**src/rtl/regfile_mp.sv**
```systemverilog
// Multi-port register file with write-to-read forwarding, prioritised writes and
// a pending-write scoreboard; storage is zeroed one entry per cycle after reset.
module regfile_mp #(
  parameter int DEPTH    = 32,
  parameter int WIDTH    = 32,
  parameter int NUM_RD   = 2,
  parameter int NUM_WR   = 2,
  parameter int ZERO_REG = 1,
  localparam int AW      = $clog2(DEPTH)
) (
  input  logic                    clk,
  input  logic                    reset,
  input  logic                    stall,
  input  logic [NUM_RD*AW-1:0]    rd_addr,
  output logic [NUM_RD*WIDTH-1:0] rd_data,
  output logic [NUM_RD*AW-1:0]    rd_addr_out,
  output logic [NUM_RD-1:0]       rd_busy,
  input  logic [NUM_WR-1:0]       we,
  input  logic [NUM_WR*AW-1:0]    wa,
  input  logic [NUM_WR*WIDTH-1:0] wd,
  input  logic                    claim_en,
  input  logic [AW-1:0]           claim_addr,
  output logic                    ready
);

  typedef enum logic {CLEAR, RUN} state_t;

  state_t             state;
  logic [AW-1:0]      clr_idx;
  logic [WIDTH-1:0]   mem [DEPTH];
  logic [DEPTH-1:0]   busy;
  logic [DEPTH-1:0]   busy_next;
  logic [NUM_WR-1:0]  wr_ok;

  // A write commits only in RUN and never to a hard-wired zero register.
  always_comb begin
    wr_ok = '0;
    for (int j = 0; j < NUM_WR; j++) begin
      wr_ok[j] = (state == RUN) && we[j] &&
                 !((ZERO_REG != 0) && (wa[j*AW +: AW] == '0));
    end
  end

  // Claims are applied after write clears so a same-cycle claim wins.
  always_comb begin
    busy_next = busy;
    for (int j = 0; j < NUM_WR; j++) begin
      if (wr_ok[j]) busy_next[wa[j*AW +: AW]] = 1'b0;
    end
    if (state == RUN && claim_en) busy_next[claim_addr] = 1'b1;
    if (ZERO_REG != 0) busy_next[0] = 1'b0;
  end

  always_ff @(posedge clk) begin
    if (reset) begin
      state   <= CLEAR;
      clr_idx <= '0;
      busy    <= '0;
      ready   <= 1'b0;
    end else begin
      busy <= busy_next;
      case (state)
        CLEAR: begin
          clr_idx <= clr_idx + 1'b1;
          if (clr_idx == AW'(DEPTH - 1)) begin
            state <= RUN;
            ready <= 1'b1;
          end
        end
        default: state <= RUN;
      endcase
    end
  end

  // No parallel reset on storage; later write ports overwrite earlier ones.
  always_ff @(posedge clk) begin
    if (!reset) begin
      if (state == CLEAR) begin
        mem[clr_idx] <= '0;
      end else begin
        for (int j = 0; j < NUM_WR; j++) begin
          if (wr_ok[j]) mem[wa[j*AW +: AW]] <= wd[j*WIDTH +: WIDTH];
        end
      end
    end
  end

  for (genvar gi = 0; gi < NUM_RD; gi++) begin : g_rd
    logic [AW-1:0]    ra;
    logic [WIDTH-1:0] rd_next;
    logic [WIDTH-1:0] data_reg;
    logic [AW-1:0]    addr_reg;
    logic             busy_reg;

    assign ra = rd_addr[gi*AW +: AW];

    // Forward the winning in-flight write so back-to-back use needs no bubble.
    always_comb begin
      rd_next = mem[ra];
      for (int j = 0; j < NUM_WR; j++) begin
        if (wr_ok[j] && (wa[j*AW +: AW] == ra)) rd_next = wd[j*WIDTH +: WIDTH];
      end
      if ((ZERO_REG != 0) && (ra == '0)) rd_next = '0;
    end

    always_ff @(posedge clk) begin
      if (reset) begin
        data_reg <= '0;
        addr_reg <= '0;
        busy_reg <= 1'b0;
      end else if (state == RUN && !stall) begin
        data_reg <= rd_next;
        addr_reg <= ra;
        busy_reg <= busy_next[ra];
      end
    end

    assign rd_data[gi*WIDTH +: WIDTH] = data_reg;
    assign rd_addr_out[gi*AW +: AW]   = addr_reg;
    assign rd_busy[gi]                = busy_reg;
  end

endmodule

```
**config.mk**
```make
export PLATFORM = sky130hd
export DESIGN_NAME = regfile_mp
export DESIGN_NICKNAME = d
export VERILOG_FILES = /design/src/rtl/regfile_mp.sv
export SDC_FILE = /design/constraint.sdc
export NUM_CORES = 2
export LEC_CHECK = 0
export ABC_CLOCK_PERIOD_IN_PS = 4300
export BUFFER_PORTS_ARGS = -buffer_cell sky130_fd_sc_hd__buf_4
export CORE_ASPECT_RATIO = 1.4
export CORE_MARGIN = 2
export CORE_UTILIZATION = 57
export CTS_CLUSTER_SIZE = 20
export DETAILED_ROUTE_END_ITERATION = 16
export GPL_ROUTABILITY_DRIVEN = 0
export GPL_TIMING_DRIVEN = 1
export PLACE_DENSITY_LB_ADDON = 0.15
export REMOVE_ABC_BUFFERS = 1
export SLEW_MARGIN = 20
export SYNTH_ARGS = -nofsm -noshare
export SYNTH_HDL_FRONTEND = slang
export SYNTH_SLANG_ARGS = --single-unit
```
**constraint.sdc**
```tcl
create_clock -name clk -period 4.3 [get_ports clk]
set_input_delay 0.645 -clock clk [delete_from_list [all_inputs] [get_ports clk]]
set_output_delay 0.645 -clock clk [all_outputs]
set_load 0.02 [all_outputs]
```
==> flow_summary_export.csv <==
group,metric,value,unit
routing,drcViolationCount,0,
power_and_ir_drop,ir_drop,336.5,uV
grt,grt_pass1_vias,46688,
timing,rsz0062_at_grt,"no",
clock_tree,cts_resized,0,
clock_tree,clockRootBuffer,"clkbuf_16",
worst_setup_path,crit_path_start_kind,"register",
final_layout,final_nets,5141,
clock_tree,clockBufferDepth,3,
routing,routed_via_density,7.158,
run_status,status,"complete, no violations",
job,drv_cap,0,
final_layout,register_area,0.03303,sq mm
worst_hold_path,hold_path_class,"in2reg",
floorplanning,die_x,287.3,um
logic_synthesis,avgSynthCellArea,12.25,sq um
logic_synthesis,ys_top_cells_by_area,"edfxtp_1 48%, mux4_2 23%, o21ai_0 7.8%",
logic_synthesis,synthTopCellsByCount,"1138 x nand2_1, 1024 x edfxtp_1, 997 x o21ai_0, 641 x mux4_2, 447 x clkbuf_1",
routing,wire_per_inst,33.68,um
place,portBuffers,171,
logic_synthesis,yosysTopAreaCell,"edfxtp_1",
worst_setup_path,worst-endpoint-required,4.93,ns
timing,period_minus_slack,3.673,ns
final_layout,largest_reg_flops,1024,
logic_synthesis,yosysSeqAreaShare,51.59,%
power_and_ir_drop,p_leak,20.84,nW
logic_synthesis,synth_edf_count,1024,
worst_setup_path,crit_fanout,34,
timing,fin_crit_sh,85.41,%
floorplanning,io_pins,172,
timing,whs,0.1421,ns
final_layout,area_delta_synth_final,10.67,%
routing,drt_wl_total,222700,um
grt,grt-ovfl-total,0,
grt,grt_usage,38.98,%
power_and_ir_drop,p_per_area,339.5,mW/mm^2
clock_tree,cts_tree,"built",
worst_setup_path,crit_arrival,4.30,ns
floorplanning,core_area,0.1116,sq mm
timing,slew_viol_final,0,
grt,grt_max_degree,80,
floorplanning,start_util,57.38,%
clock_tree,cts.clk_slew.worst_paths,0.07,ns
routing,detail_route.first_pass.iterations,6,
floorplanning,dieArea,0.1151,sq mm
grt,grt_pass1_wl,319900,um
grt,use_met2,60.65,%
logic_synthesis,synth_top_cell_area_share,48.03,%
timing,slew_headroom,22.54,%
place,dp_hpwl,131700,um
worst_setup_path,critical_path_class,"reg2reg",
clock_tree,ctsHoldBuffers,0,
floorplanning,row_count,145,
logic_synthesis,yosysMostFrequentCell,"nand2_1",
routing,drt-initial-drc-count,6826,
clock_tree,cts_inserted_buffers,113,
routing,ant_nets,0,
grt,grt.met3_usage,10.51,%
timing,max_freq,272.3,MHz
logic_synthesis,ys_ff_latch,1138,
clock_tree,postCtsSetupRepairBufs,0,
final_layout,final_layout_size_suffix_gt1_share,25.44,%
clock_tree,clock_latency,0.74,ns
timing,skew,0.02640,ns
logic_synthesis,syn_area,0.06403,sq mm
clock_tree,clkSinkCount,1138,
final_layout,fillCellCount,8314,
logic_synthesis,synthCells,5228,
logic_synthesis,yosys_warnings,0,
timing,setup_tns,0,ns
routing,vias,47332,
grt,antenna_found_initial,4,
logic_synthesis,ys_types,66,
floorplanning,die_height,400.6,um
worst_setup_path,endpoint_kind,"register",
clock_tree,htree_levels,3,
timing,fin_ws,0.6272,ns
timing,finalHoldViolCount,0,
timing,worst_pin_slew,1.162,ns
logic_synthesis,synthFlopType,"edfxtp_1",
final_layout,multiInputGateArea,0.02890,sq mm
logic_synthesis,async_flop_share,0,%
grt,use_met1,49.56,%
timing,finalSetupViolCount,0,
place,pre_cts_ws,0.4626,ns
grt,grt_busiest_layer,"met2",
-- critical path: stages, from the launching register on --
cell      delay, ns
dfxtp_1        0.48
buf_4          0.31
and4b_1        0.69
nand2_4        0.57
a311oi_1       0.42
a211oi_1       0.08
o32ai_1        0.46
a32oi_1        0.24
a32o_1         0.31
-- layout make-up --
type	instances	share of cell area, %
timing repair buffer	387	4.634
clock inverter	70	0.9871
multi-input combinational	3395	40.79
inverter	9	0.05651
sequential	1138	46.62
tap	1470	2.596
antenna	1	0.003532
clock buffer	142	4.319
-- cells in the final DEF, fill, tap and decap left out, drive strengths merged, types with 12 or more instances in the layout --
| cell type | n |
|---|---|
| buf | 387 |
| nor2 | 78 |
| mux2i | 72 |
| edfxtp | 1024 |
| a22oi | 33 |
| clkinv | 49 |
| o22ai | 33 |
| a211oi | 37 |
| nand3 | 42 |
| nor2b | 20 |
| nand2 | 1140 |
| and2 | 37 |
| o21ai | 997 |
| xor2 | 17 |
| mux4 | 641 |
| a21oi | 22 |
| a32oi | 12 |
| dfxtp | 114 |
| bufinv | 13 |
| nand2b | 36 |
| clkbuf | 142 |
| a221o | 34 |
| a32o | 15 |
| o211ai | 34 |
-- routing by layer --
metal / share of wire (%) / up-vias
li1: - / 19522
met1: 33 / 23278
met2: 46 / 3651
met3: 14 / 877
met4: 6.8 / 4
met5: 0.010 / -
-- path summary, 6_finish.rpt --
check             slack (ns)                        startpoint                                end  cells after the start
setup / recovery        0.63                  state$_SDFF_PP0_      g_rd[1].busy_reg$_SDFFE_PP0P_                      8
hold / removal          0.14                            wd[52]  g_rd[1].data_reg[20]$_SDFFE_PP0P_                      3
setup reg to reg        0.63                  state$_SDFF_PP0_      g_rd[1].busy_reg$_SDFFE_PP0P_                      8
hold reg to reg         0.46  g_rd[0].addr_reg[3]$_SDFFE_PP0P_   g_rd[0].addr_reg[3]$_SDFFE_PP0P_                      2
-- cells by family (layout without fill, tap and decap cells) --
kind of cell	count (synthesis)	in the layout	share of synthesized area, %
compound gates	1250	1250	10.87
flops	1138	1138	51.59
xor+xnor	23	23	0.3146
mux	715	715	23.71
other cells	0	1	0
fa+ha+maj	2	2	0.03908
simple gates	1405	1405	9.020
buf+inv	695	608	4.457
-- power breakdown --
| group | switching, mW | leakage [nW] | total, mW | internal (mW) |
|---|---|---|---|---|
| combinational | 1.05 | 10.0 | 1.77 | 0.725 |
| clock | 4.49 | 1.83 | 10.3 | 5.81 |
| sequential | 0.0328 | 8.98 | 12.0 | 11.9 |
-- through the flow --
stage          total power, mW  util (%)  instances  area [sq um]
6_report                 24.06     63.51       6612         70860
5_1_grt                  24.49     63.50       6611         70850
4_1_cts                  24.02     63.43       6608         70770
3_5_place_dp             13.95     60.06       6396         67010
3_3_place_gp             13.94     60.03       6395         66980
2_1_floorplan            13.01         -       4542         61210
No activity file was read; power rests on OpenSTA's default activity.
